==> src/rtl/dsp_pkg.sv <==
// Shared OPMODE field positions and X/Z operand selector encodings for the DSP slice.
package dsp_pkg;
   localparam int OP_X_LSB    = 0;
   localparam int OP_X_MSB    = 1;
   localparam int OP_Z_LSB    = 2;
   localparam int OP_Z_MSB    = 3;
   localparam int OP_PRE_EN   = 4;
   localparam int OP_CIN      = 5;
   localparam int OP_PRE_SUB  = 6;
   localparam int OP_POST_SUB = 7;

   localparam logic [1:0] X_ZERO = 2'd0;
   localparam logic [1:0] X_M    = 2'd1;
   localparam logic [1:0] X_P    = 2'd2;
   localparam logic [1:0] X_DAB  = 2'd3;

   localparam logic [1:0] Z_ZERO = 2'd0;
   localparam logic [1:0] Z_PCIN = 2'd1;
   localparam logic [1:0] Z_P    = 2'd2;
   localparam logic [1:0] Z_C    = 2'd3;
endpackage

==> src/rtl/dsp_pipe_reg.sv <==
// Optional pipeline register: async reset, clock enable, and a pass-through when EN is 0.
module dsp_pipe_reg #(
   parameter int W  = 1,
   parameter int EN = 1
) (
   input  logic         clk,
   input  logic         rst,
   input  logic         ce,
   input  logic [W-1:0] d,
   output logic [W-1:0] q
);
   logic [W-1:0] q_r;

   always_ff @(posedge clk or posedge rst) begin
      if (rst)     q_r <= '0;
      else if (ce) q_r <= d;
   end

   assign q = (EN != 0) ? q_r : d;
endmodule

==> src/rtl/dsp_slice_param.sv <==
// Parameterised DSP slice: pre-adder, unsigned multiplier, post-adder with
// optional saturation, pattern detect and a valid flag riding the pipeline.
module dsp_slice_param
   import dsp_pkg::*;
#(
   parameter int             A_W     = 18,
   parameter int             P_W     = 48,
   parameter int             IREG    = 1,
   parameter int             MREG    = 1,
   parameter int             PREG    = 1,
   parameter int             SAT_EN  = 0,
   parameter logic [P_W-1:0] PATTERN = '0
) (
   input  logic             CLK,
   input  logic             RST,
   input  logic             CE,
   input  logic [A_W-1:0]   A,
   input  logic [A_W-1:0]   B,
   input  logic [A_W-1:0]   D,
   input  logic [P_W-1:0]   C,
   input  logic [P_W-1:0]   PCIN,
   input  logic             CARRYIN,
   input  logic [7:0]       OPMODE,
   input  logic             IN_VALID,
   output logic [P_W-1:0]   P,
   output logic [P_W-1:0]   PCOUT,
   output logic [2*A_W-1:0] M,
   output logic [A_W-1:0]   BCOUT,
   output logic             CARRYOUT,
   output logic             OVERFLOW,
   output logic             PATTERNDETECT,
   output logic             OUT_VALID
);
   localparam int S1_W = 8 + 1 + 1 + 3*A_W + 2*P_W;
   localparam int S2_W = S1_W + 2*A_W;
   localparam int S3_W = P_W + 3;

   logic [7:0]       op_p1, op_p2;
   logic             cin_p1, cin_p2, vld_p1, vld_p2;
   logic [A_W-1:0]   a_p1, b_p1, d_p1, a_p2, b_p2, d_p2;
   logic [P_W-1:0]   c_p1, pcin_p1, c_p2, pcin_p2;
   logic [2*A_W-1:0] m_p1, m_p2;
   logic [3*A_W-1:0] dab_p2;
   logic [P_W-1:0]   p_fb, x_p2, z_p2, pn_p2;
   logic [P_W:0]     xc_p2, r_p2;
   logic             ovf_p2;
   logic             unused_ctrl;

   function automatic logic [A_W-1:0] pre_add(input logic [7:0] op,
                                              input logic [A_W-1:0] d, input logic [A_W-1:0] b);
      if (!op[OP_PRE_EN])   return b;
      if (op[OP_PRE_SUB])   return d - b;
      return d + b;
   endfunction

   // Result layout is {overflow, p}; saturation only triggers on carry/borrow out.
   function automatic logic [P_W:0] saturate(input logic [P_W:0] r, input logic sub);
      logic [P_W-1:0] lim;
      lim = sub ? '0 : '1;
      if (SAT_EN != 0 && r[P_W]) return {1'b1, lim};
      return {1'b0, r[P_W-1:0]};
   endfunction

   // Stage 1: operands and control captured together
   dsp_pipe_reg #(.W(S1_W), .EN(IREG)) u_in_reg (
      .clk(CLK), .rst(RST), .ce(CE),
      .d({OPMODE, CARRYIN, IN_VALID, D, A, B, C, PCIN}),
      .q({op_p1, cin_p1, vld_p1, d_p1, a_p1, b_p1, c_p1, pcin_p1})
   );

   assign BCOUT = pre_add(op_p1, d_p1, b_p1);
   assign m_p1  = (2*A_W)'(BCOUT) * (2*A_W)'(a_p1);

   // Stage 2: product plus the control/operands it belongs to
   dsp_pipe_reg #(.W(S2_W), .EN(MREG)) u_m_reg (
      .clk(CLK), .rst(RST), .ce(CE),
      .d({op_p1, cin_p1, vld_p1, d_p1, a_p1, b_p1, c_p1, pcin_p1, m_p1}),
      .q({op_p2, cin_p2, vld_p2, d_p2, a_p2, b_p2, c_p2, pcin_p2, m_p2})
   );

   assign M      = m_p2;
   assign dab_p2 = {d_p2, a_p2, b_p2};
   assign p_fb   = (PREG != 0) ? P : '0;

   always_comb begin
      x_p2 = '0;
      case (op_p2[OP_X_MSB:OP_X_LSB])
         X_ZERO:  x_p2 = '0;
         X_M:     x_p2 = P_W'(m_p2);
         X_P:     x_p2 = p_fb;
         X_DAB:   x_p2 = P_W'(dab_p2);
         default: x_p2 = '0;
      endcase
      z_p2 = '0;
      case (op_p2[OP_Z_MSB:OP_Z_LSB])
         Z_ZERO:  z_p2 = '0;
         Z_PCIN:  z_p2 = pcin_p2;
         Z_P:     z_p2 = p_fb;
         Z_C:     z_p2 = c_p2;
         default: z_p2 = '0;
      endcase
      xc_p2 = {1'b0, x_p2} + {{P_W{1'b0}}, op_p2[OP_CIN]};
      r_p2  = op_p2[OP_POST_SUB] ? ({1'b0, z_p2} - xc_p2) : ({1'b0, z_p2} + xc_p2);
      {ovf_p2, pn_p2} = saturate(r_p2, op_p2[OP_POST_SUB]);
   end

   // Stage 3: result, flags and valid
   dsp_pipe_reg #(.W(S3_W), .EN(PREG)) u_p_reg (
      .clk(CLK), .rst(RST), .ce(CE),
      .d({vld_p2, r_p2[P_W], ovf_p2, pn_p2}),
      .q({OUT_VALID, CARRYOUT, OVERFLOW, P})
   );

   assign PCOUT         = P;
   assign PATTERNDETECT = (P == PATTERN);

   // CARRYIN is reserved; pre-adder controls are consumed before the M stage.
   assign unused_ctrl = ^{cin_p2, op_p2[OP_PRE_EN], op_p2[OP_PRE_SUB]};
endmodule
==> config.mk <==
export PLATFORM = sky130hd
export DESIGN_NAME = dsp_slice_param
export DESIGN_NICKNAME = d
export VERILOG_FILES = /design/src/rtl/dsp_pkg.sv /design/src/rtl/dsp_pipe_reg.sv /design/src/rtl/dsp_slice_param.sv
export SDC_FILE = /design/constraint.sdc
export NUM_CORES = 2
export LEC_CHECK = 0
export CORE_ASPECT_RATIO = 1.1
export CORE_MARGIN = 2
export CORE_UTILIZATION = 42
export CTS_CLUSTER_DIAMETER = 200
export CTS_CLUSTER_SIZE = 20
export DETAILED_ROUTE_END_ITERATION = 8
export GPL_ROUTABILITY_DRIVEN = 0
export SETUP_SLACK_MARGIN = 0.4
export SLEW_MARGIN = 25
export SYNTH_ARGS = -nofsm -noshare
export SYNTH_HDL_FRONTEND = slang
export SYNTH_HIERARCHICAL = 1
export SYNTH_SLANG_ARGS = --single-unit
==> constraint.sdc <==
create_clock -name CLK -period 9.05 [get_ports CLK]
set_input_delay 0.905 -clock CLK [delete_from_list [all_inputs] [get_ports CLK]]
set_output_delay 0.905 -clock CLK [all_outputs]
set_load 0.02 [all_outputs]
==> metrics.yaml <==
status: "finished, final reports clean"
cp-start-kind: "flop"
nets: 4324
htree_levels: 1
layout_common_cells: "392 x dfrtp_1, 371 x inv_1, 314 x clkdlybuf4s50_1, 285 x mux2_4"
drt-total-wl_um: 102000
max_freq_mhz: 115
drc: 0
dr.pass1.iters: 6
final_common_cell: "dfrtp_1"
antenna_found_initial: 2
area_delta_synth_final_pct: 16.5
final.fill_count: 7898
fin_cells: 4870
layout-drive-gt1-share_pct: 22.4
fin_crit_sh_pct: 96.3
setup_viol: 0
wl_per_cell_um: 21.0
rsz0062_at_grt: "true"
slew_viol_final: 0
seq_area_um2: 9940
tightest_slew_ps: 1070
yosysWarningCount: 6
rows: 112
period_needed_ps: 8720
clk_pin_slew_ps: 110
synth_area_um2: 36000
avgViaCountPerCell: 5.28
slew_headroom_pct: 28.9
grt_max_degree: 126
start_util_pct: 42.4
min_path_type: "flop to flop"
end_kind: "flop"
cts_tree: "yes"
coreArea_um2: 84900
port_buffers: 315
crit_arrival_ps: 9200
drtIter0Drc: 1384
clockRootBuffer: "clkbuf_16"
syn_area_per_cell_um2: 10.6
clk_latency_ps: 600
die-area_um2: 88100
fin_util_pct: 49.4
vias: 25704
holdPathStages: 1
clockBufferDepth: 3
fp.dieW_um: 283
synthesis.nets: 3999
syn_inst: 3399
max-cap-violations: 0
die-height_um: 311
placedCellCount: 4815
hpwlAfterDp_um: 80100
grt_pass1_wl_um: 159000
hold_viol_final: 0
cts_made_buffers: 23
max_stage_delay_ps: 540
reg2regPathDepth: 43
cts_sinks: 397
cp_max_fo: 3
track_usage_pct: 23.0
critPathSlowestCell: "fa_1"
multi_input_area_um2: 23800
criticalPathCategory: "flop to flop"
clock-skew-final_ps: 26.0
ios: 317
grt_pass1_vias: 26688
grt.overflow.total: 0
cp.required_ps: 9540
ctsHoldBuffers: 0
postRouteAntennaNets: 0
-- cell type report --
| class | instances | share of cell area (%) |
|---|---|---|
| Multi-Input combinational cell | 2408 | 56.6 |
| Sequential cell | 397 | 23.7 |
| Timing Repair Buffer | 506 | 11.3 |
| Inverter | 388 | 3.50 |
| Tap cell | 1140 | 3.40 |
| Clock buffer | 26 | 1.40 |
| Clock inverter | 2 | 0.0328 |
| Antenna cell | 3 | 0.0179 |
-- final timing paths --
path	start	endpoint	slack (ps)
max in group asynchronous	RST	u_m_reg/q[188]$_DFFE_PP0P_	6220
worst max-delay path	u_in_reg/q[96]$_DFFE_PP0P_	u_m_reg/q[33]$_DFFE_PP0P_	330
worst min-delay path	u_in_reg/q[68]$_DFFE_PP0P_	u_m_reg/q[104]$_DFFE_PP0P_	490
min in group asynchronous	RST	u_m_reg/q[95]$_DFFE_PP0P_	910
worst min register to register	u_in_reg/q[68]$_DFFE_PP0P_	u_m_reg/q[104]$_DFFE_PP0P_	490
worst max register to register	u_in_reg/q[96]$_DFFE_PP0P_	u_m_reg/q[33]$_DFFE_PP0P_	330
-- metal layers --
layer	vias to the layer above	track usage (%)	part of all wire [%]
li1	12079	-	-
met3	159	2.48	3.8
met1	12857	29.4	43
met2	607	40.7	49
met5	-	0	0.012
met4	2	7.11	3.4
-- through the flow --
step / hold WS [ps] / setup WS (ps) / TNS (ps) / cell area [µm²]
after floorplan: 474 / 367 / 0 / 36000
after global placement: 484 / -118 / -323 / 40600
after global routing: 509 / -43.6 / -78.1 / 41900
after CTS: 504 / 403 / 0 / 41600
final: 486 / 333 / 0 / 41900
after detailed placement: 489 / -163 / -517 / 40600
-- sequential cells by signal, summed over array words and instances (netlist names) --
signal      flops
u_m_reg/q     187
u_in_reg/q    159
u_p_reg/q      51
-- repair_timing --
item,in CTS,in global routing
pin swaps,61,54
cloned,0,0
endpoints found under the setup margin,15,15
resized for setup,75,50
setup buffers,11,12
-- critical path: cells and delay by family, from the launching register on --
kind	cells	cell delay [ps]
muxes	2	310
DFF	1	390
AOI/OAI and AO/OA	15	2520
buffers and inverters	12	970
adders and majority gates	9	3890
xor gates and xnor gates	1	90
and+or+nand+nor	4	490
Power is left out: the tool's default activity adds up to more than one toggle a clock period on the data nets, which glitch-free logic cannot reach.
